File: src/rtl/mem_arbiter.sv
// mem_arbiter
//
// Arbitrates the instruction-cache and data-cache miss ports onto a single
// main-memory request port, then routes the memory response back to the
// cache that owns the transaction.
//
// Each cache has one pending slot. The data cache normally wins, but after
// STARVE_MAX consecutive data-cache grants with an instruction miss waiting,
// the instruction cache is granted instead. A grant waits REQ_LAT idle
// cycles before the memory request is driven. Only one transaction is in
// flight at a time, and the owner is locked from grant until its response.
//
// Ports
//   clock, reset_n            sole clock (rising edge), async active-low reset
//   icache_req_valid/addr     one-cycle instruction-cache miss pulse
//   dcache_req_valid/addr/    one-cycle data-cache miss or write-back pulse
//     is_store/data
//   rsp_valid/cache_id/       one-cycle response to the core (0 = I$, 1 = D$),
//     data/bus_error          data and error held until the next response
//   mm_req_valid/ready/addr/  valid/ready request to main memory
//     is_store/data
//   mm_rsp_valid/data/        one-cycle memory completion
//     bus_error
module mem_arbiter #(
  parameter int ADDR_W     = 32,
  parameter int LINE_W     = 128,
  parameter int REQ_LAT    = 4,
  parameter int STARVE_MAX = 2
) (
  input  logic              clock,
  input  logic              reset_n,
  input  logic              icache_req_valid,
  input  logic [ADDR_W-1:0] icache_req_addr,
  input  logic              dcache_req_valid,
  input  logic [ADDR_W-1:0] dcache_req_addr,
  input  logic              dcache_req_is_store,
  input  logic [LINE_W-1:0] dcache_req_data,
  output logic              rsp_valid,
  output logic              rsp_cache_id,
  output logic [LINE_W-1:0] rsp_data,
  output logic              rsp_bus_error,
  output logic              mm_req_valid,
  input  logic              mm_req_ready,
  output logic [ADDR_W-1:0] mm_req_addr,
  output logic              mm_req_is_store,
  output logic [LINE_W-1:0] mm_req_data,
  input  logic              mm_rsp_valid,
  input  logic [LINE_W-1:0] mm_rsp_data,
  input  logic              mm_rsp_bus_error
);

  localparam int CNT_W = (REQ_LAT > 1) ? $clog2(REQ_LAT) : 1;
  localparam int STV_W = (STARVE_MAX > 0) ? $clog2(STARVE_MAX + 1) : 1;

  typedef enum logic [2:0] {
    IDLE,
    WAIT_LAT,
    ISSUE,
    WAIT_RSP,
    RESP
  } state_t;

  state_t state_q;

  // Pending slots
  logic              iValid_q;
  logic [ADDR_W-1:0] iAddr_q;
  logic              dValid_q;
  logic [ADDR_W-1:0] dAddr_q;
  logic              dStore_q;
  logic [LINE_W-1:0] dData_q;

  // Arbitration state
  logic             owner_q;
  logic [CNT_W-1:0] latCnt_q;
  logic [STV_W-1:0] starve_q;

  // Registered outputs
  logic              rspValid_q;
  logic              rspCacheId_q;
  logic [LINE_W-1:0] rspData_q;
  logic              rspBusError_q;
  logic              mmReqValid_q;
  logic [ADDR_W-1:0] mmReqAddr_q;
  logic              mmReqIsStore_q;
  logic [LINE_W-1:0] mmReqData_q;

  logic grantI_d;
  logic grantD_d;
  logic selD_d;
  logic iClear;
  logic dClear;

  // The owning slot empties during its RESP cycle.
  assign iClear = (state_q == RESP) && !owner_q;
  assign dClear = (state_q == RESP) &&  owner_q;

  // Grant decision for IDLE. selD_d picks which slot feeds the memory
  // payload: the fresh grant when issuing straight from IDLE, otherwise
  // the latched owner.
  always_comb begin
    grantI_d = iValid_q && (!dValid_q || (starve_q == STV_W'(STARVE_MAX)));
    grantD_d = dValid_q && !grantI_d;
    selD_d   = (state_q == IDLE) ? grantD_d : owner_q;
  end

  // A pulse fills an empty slot, or one being cleared this cycle (the new
  // request wins over the clear). A pulse into a full slot is dropped.
  always_ff @(posedge clock or negedge reset_n) begin
    if (!reset_n) begin
      iValid_q <= 1'b0;
      iAddr_q  <= '0;
      dValid_q <= 1'b0;
      dAddr_q  <= '0;
      dStore_q <= 1'b0;
      dData_q  <= '0;
    end else begin
      if (icache_req_valid && (!iValid_q || iClear)) begin
        iValid_q <= 1'b1;
        iAddr_q  <= icache_req_addr;
      end else if (iClear) begin
        iValid_q <= 1'b0;
      end

      if (dcache_req_valid && (!dValid_q || dClear)) begin
        dValid_q <= 1'b1;
        dAddr_q  <= dcache_req_addr;
        dStore_q <= dcache_req_is_store;
        dData_q  <= dcache_req_data;
      end else if (dClear) begin
        dValid_q <= 1'b0;
      end
    end
  end

  // Transaction FSM with all outputs registered. The memory payload is
  // loaded on entry to ISSUE and zeroed on acceptance, so it is stable
  // while ready is low and zero in every other state.
  always_ff @(posedge clock or negedge reset_n) begin
    if (!reset_n) begin
      state_q        <= IDLE;
      owner_q        <= 1'b0;
      latCnt_q       <= '0;
      starve_q       <= '0;
      rspValid_q     <= 1'b0;
      rspCacheId_q   <= 1'b0;
      rspData_q      <= '0;
      rspBusError_q  <= 1'b0;
      mmReqValid_q   <= 1'b0;
      mmReqAddr_q    <= '0;
      mmReqIsStore_q <= 1'b0;
      mmReqData_q    <= '0;
    end else begin
      rspValid_q <= 1'b0;

      // The guard only counts while an instruction miss is waiting.
      if (!iValid_q) begin
        starve_q <= '0;
      end

      case (state_q)
        IDLE: begin
          if (grantI_d || grantD_d) begin
            owner_q  <= grantD_d;
            latCnt_q <= '0;
            if (grantI_d) begin
              starve_q <= '0;
            end else if (iValid_q) begin
              starve_q <= starve_q + 1'b1;
            end
            if (REQ_LAT == 0) begin
              state_q        <= ISSUE;
              mmReqValid_q   <= 1'b1;
              mmReqAddr_q    <= selD_d ? dAddr_q : iAddr_q;
              mmReqIsStore_q <= selD_d && dStore_q;
              mmReqData_q    <= selD_d ? dData_q : '0;
            end else begin
              state_q <= WAIT_LAT;
            end
          end
        end

        WAIT_LAT: begin
          if (latCnt_q == CNT_W'(REQ_LAT - 1)) begin
            state_q        <= ISSUE;
            mmReqValid_q   <= 1'b1;
            mmReqAddr_q    <= selD_d ? dAddr_q : iAddr_q;
            mmReqIsStore_q <= selD_d && dStore_q;
            mmReqData_q    <= selD_d ? dData_q : '0;
          end else begin
            latCnt_q <= latCnt_q + 1'b1;
          end
        end

        ISSUE: begin
          if (mm_req_ready) begin
            state_q        <= WAIT_RSP;
            mmReqValid_q   <= 1'b0;
            mmReqAddr_q    <= '0;
            mmReqIsStore_q <= 1'b0;
            mmReqData_q    <= '0;
          end
        end

        WAIT_RSP: begin
          if (mm_rsp_valid) begin
            state_q       <= RESP;
            rspValid_q    <= 1'b1;
            rspCacheId_q  <= owner_q;
            rspData_q     <= mm_rsp_data;
            rspBusError_q <= mm_rsp_bus_error;
          end
        end

        RESP: begin
          state_q <= IDLE;
        end

        default: begin
          state_q <= IDLE;
        end
      endcase
    end
  end

  assign rsp_valid       = rspValid_q;
  assign rsp_cache_id    = rspCacheId_q;
  assign rsp_data        = rspData_q;
  assign rsp_bus_error   = rspBusError_q;
  assign mm_req_valid    = mmReqValid_q;
  assign mm_req_addr     = mmReqAddr_q;
  assign mm_req_is_store = mmReqIsStore_q;
  assign mm_req_data     = mmReqData_q;

endmodule

File: config.mk
export PLATFORM = sky130hd
export DESIGN_NAME = mem_arbiter
export DESIGN_NICKNAME = d
export VERILOG_FILES = /design/src/rtl/mem_arbiter.sv
export SDC_FILE = /design/constraint.sdc
export NUM_CORES = 1
export LEC_CHECK = 0
export ABC_AREA = 1
export BUFFER_PORTS_ARGS = -buffer_cell sky130_fd_sc_hd__buf_4
export CELL_PAD_IN_SITES_DETAIL_PLACEMENT = 0
export CELL_PAD_IN_SITES_GLOBAL_PLACEMENT = 1
export CORE_AREA = 2 2 238 240
export CTS_BUF_LIST = sky130_fd_sc_hd__clkbuf_2
export DETAILED_ROUTE_END_ITERATION = 7
export DIE_AREA = 0 0 240 242
export PLACE_DENSITY_LB_ADDON = 0.1
export SYNTH_ARGS = -nofsm -noshare
export SYNTH_HDL_FRONTEND = slang
export SYNTH_SLANG_ARGS = --single-unit
File: constraint.sdc
create_clock -name clock -period 1.9 [get_ports clock]
set_input_delay 0.095 -clock clock [delete_from_list [all_inputs] [get_ports clock]]
set_output_delay 0.095 -clock clock [all_outputs]
set_load 0.01 [all_outputs]
==> metrics, run 1 <==
Error=[ERROR RSZ-0060] Max buffer count reached.; count leader, synth=nand2_1; Failed at=clock tree synthesis; dpl hpwl=46.7 mm; Hold Buf Count CTS=779; Post-Syn Area=19800 um2; syn nets=2614; postcts setup bufs=70; Die Y=242 um; Mean Syn Cell Area=8.67 um2; Starting Density=0.355; most frequent cells after synthesis=nand2_1 (1249), dfrtp_1 (496), nand3_1 (292); Seq/Total Area, Yosys=0.627; Placement Rows=87; prevailing post-synth register cell=dfrtp_1; H-tree depth=4; clk sinks=496; I/O Buffers=620; GPL Wtd Cong=0.815; total CTS buffers=143; Cells after Synth=2284; synth unique cells=26; number of synthesized register bits=496; Die Wd=240 um; area leader, netlist=dfrtp_1; Clock Path Buffers=3; # resized after CTS=293; synth warn=0; Area contributors post-synth=dfrtp_1 (63%), nand2_1 (24%), nand3_1 (7.4%); root buf cell=clkbuf_2; number of synthesized flops with an enable pin=0; ys async rst share=1.00; top-area cell type share of the netlist area=0.627; I/O pins=621; status=did not finish
[metrics by stage]
stage	instance area, um2	std cells	utilization	worst slack [ns]	hold slack [ns]
after floorplan	19800	2284	-	0.359	-0.201
after global placement	25600	3583	0.460	0.0593	0.0853
after detailed placement	25600	3583	0.460	0.0272	0.0847
[kinds of logic after synthesis]
group / Yosys count / synth area share
fa+ha+maj: 2 / 0.00126
compound gates: 7 / 0.00196
buf+inv: 215 / 0.0519
simple gates: 1564 / 0.318
flops: 496 / 0.627
==> inputs of run 2 (changes only) <==
Settings changed: CELL_PAD_IN_SITES_DETAIL_PLACEMENT 0 to not set, CELL_PAD_IN_SITES_GLOBAL_PLACEMENT 1 to not set, CORE_AREA 2 2 238 240 to 2 2 311 313, CTS_BUF_LIST sky130_fd_sc_hd__clkbuf_2 to not set, DIE_AREA 0 0 240 242 to 0 0 313 315, PLACE_DENSITY_LB_ADDON 0.1 to 0.15.
==> metrics, run 2 <==
Post-Synth Simple-Gate Area=0.318 (unchanged); Fillers=10000; Max Cap Viol=0; nets@finish=3573; I/O pins=621 (unchanged); Slew @ Worst Pin=0.690 ns; Design Area, Final=31900 um2; GPL Wtd Cong=0.781 (was 0.815); synth unique cells=26 (unchanged); share of cells above drive strength 1=0.250; leakage power=17.2 nW; initial antenna violation count=2; Final Max Tran Viols=0; Hold Crit Class=in -> async; Clk pin slew, worst setup/hold paths=0.06 ns; Clock Path Buffers=3 (unchanged); GRT Util Overall=0.150; CP arrival=2.36 ns; status=complete, no violations (was did not finish); post-route insts no fill=4568; most frequent cells in the layout=nand2_1 (1248), buf_4 (663), dfrtp_1 (495), dlygate4sd3_1 (327), nand3_1 (290); I/O Buffers=620 (unchanged); synth warn=0 (unchanged); Final Skew=0.0172 ns; Post-Place Cells=4115 (was 3583); WL final=76.8 mm; Post-Syn Area=19800 um2 (unchanged); Max-slew headroom=0.540; first-pass GRT wire length=115 mm; worst skew pair latency=0.65 ns; Tcrit/Tclk final=0.936; largest family of logic cells by synthesized area=simple AND/OR/NAND/NOR gates (unchanged); multiplexer share of the synthesized area=0 (unchanged); initial drt markers=902; Highest Clock Rate=562 MHz; drt drc=0; vias in the first global route=19500; adder-cell share of the synthesized area=0.00126 (unchanged); most frequent cells after synthesis=nand2_1 (1249), dfrtp_1 (496), nand3_1 (292) (unchanged); Worst Path Max Fanout=46; via density per instance=4.04; Mean Syn Cell Area=8.67 um2 (unchanged); worst-path cell chain=inv_2, nand4_1, buf_4, inv_4, buf_16, nand2_1, nand2_1; WS Path Type=reg -> reg; crit path time final=1.78 ns; area leader, netlist=dfrtp_1 (unchanged); placed cell area=26300 um2 (was 25600 um2); Area contributors post-synth=dfrtp_1 (63%), nand2_1 (24%), nand3_1 (7.4%) (unchanged); area taken by multi-input logic gates=6420 um2; Seq/Total Area, Yosys=0.627 (unchanged); Initial DRT Pass Iterations=5; Core Box Area=95700 um2; Synth Area in Compound Gates=0.00196 (unchanged); dpl hpwl=51.2 mm (was 46.7 mm); Syn-to-layout area delta=60.9%; pre-CTS setup slack=0.0323 ns (was 0.0272 ns); Die Wd=313 um (was 240 um); CTS tree=yes; Cells after Synth=2284 (unchanged); Crit. End Element=register; ys async rst share=1.00 (unchanged); CP Data Required Time=2.48 ns; GR Overflow Total=0; hold violation total from the final report=0; Critical Path Max Stage Delay=0.47 ns; number of synthesized flops with an enable pin=0 (unchanged); syn nets=2614 (unchanged); Placement Rows=114 (was 87); Critical Path Start Type=register; Slowest-stage cell, CP=dfrtp_1; prevailing post-synth register cell=dfrtp_1 (unchanged); Synth Area in XOR/XNOR=0 (unchanged); Reg area=12400 um2; final setup margin=0.122 ns; DR WL/cell=16.8 um; setup violators final=0; fin util=0.333; H-tree depth=2 (was 4); top-area cell type share of the netlist area=0.627 (unchanged); die area=98600 um2; most used cell, CP=nand2_1; count leader, synth=nand2_1 (unchanged); number of synthesized register bits=496 (unchanged); peak supply drop=0.000801 V; Die Y=315 um (was 242 um); Starting Density=0.207 (was 0.355); power per cell area=1290 nW/um2; clk sinks=496 (unchanged); total CTS buffers=61 (was 143); largest net degree at the start of global routing=126; Post-DRT Antenna Nets=0; most common cell after layout, fill and taps aside=nand2_1; routed via count=18400; Power, Total=41.1 mW; root buf cell=clkbuf_16 (was clkbuf_2)
==> run 2: cell counts after synthesis <==
Identical to the previous run, type by type.
==> run 2: stage by stage <==
step	TNS, ns	hold WS [ns]
after detailed placement	0	0.144
after floorplan	0	-0.201
after global routing	-0.00521	0.0776
after CTS	0	0.0211
final	0	0.0489
after global placement	0	0.147
==> run 2: cell families after synthesis <==
| kind of cell | count (synthesis) |
|---|---|
| AND/OR/NAND/NOR | 1564 |
| adder cells (fa/ha/maj) | 2 |
| buffers and inverters | 215 |
| flip-flops | 496 |
| AO/OA/AOI/OAI | 7 |
==> run 2: repair_timing <==
action	in CTS	in global routing
endpoints found under the hold margin	807	0
resized for setup	1	14
hold buffers	327	0
gates cloned	0	6
setup endpoints to repair	1	98
pin swaps	0	1
buffers inserted	0	8
==> run 2: where the power goes <==
group,total (mW),switching (mW),internal [mW]
sequential,15.8,1.91,13.9
clock,11.8,4.77,7.01
combinational,13.5,7.78,5.70
==> run 2: final timing paths <==
path	from	end	slack, ns	cells past startpoint
worst max-delay path	state_q[2]	rsp_data[21]	0.12	7
worst min-delay path	reset_n	rsp_data[13]	0.05	2
worst max register to register	state_q[2]	rsp_data[21]	0.12	7
worst min register to register	dData_q[31]	mm_req_data[31]	0.46	2
max in group asynchronous	reset_n	rsp_data[11]	1.08	3
min in group clock	mm_rsp_data[121]	rsp_data[121]	0.19	4
==> run 2: area by class of cell <==
cell class	count	share of cell area
Sequential cell	496	0.389
Timing Repair Buffer	1035	0.287
Multi-Input combinational cell	1573	0.201
Clock buffer	91	0.0562
Tap cell	1276	0.0501
Inverter	76	0.00903
Clock inverter	20	0.00706
Antenna cell	1	0.0000785
==> run 2: critical path, delay by kind of cell, from the launching register on <==
family	cells	cell delay [ns]
buffers and inverters	4	0.86
flip-flops	1	0.47
AND/OR/NAND/NOR	3	0.33
==> run 2: routing by layer <==
| metal | part of all wire | vias up | track usage |
|---|---|---|---|
| li1 | - | 8984 | - |
| met1 | 0.42 | 8885 | 0.183 |
| met2 | 0.50 | 448 | 0.262 |
| met3 | 0.054 | 121 | 0.0334 |
| met4 | 0.029 | 4 | 0.0517 |
| met5 | 0.00031 | - | 0 |
(Power assumes the default switching activity.)
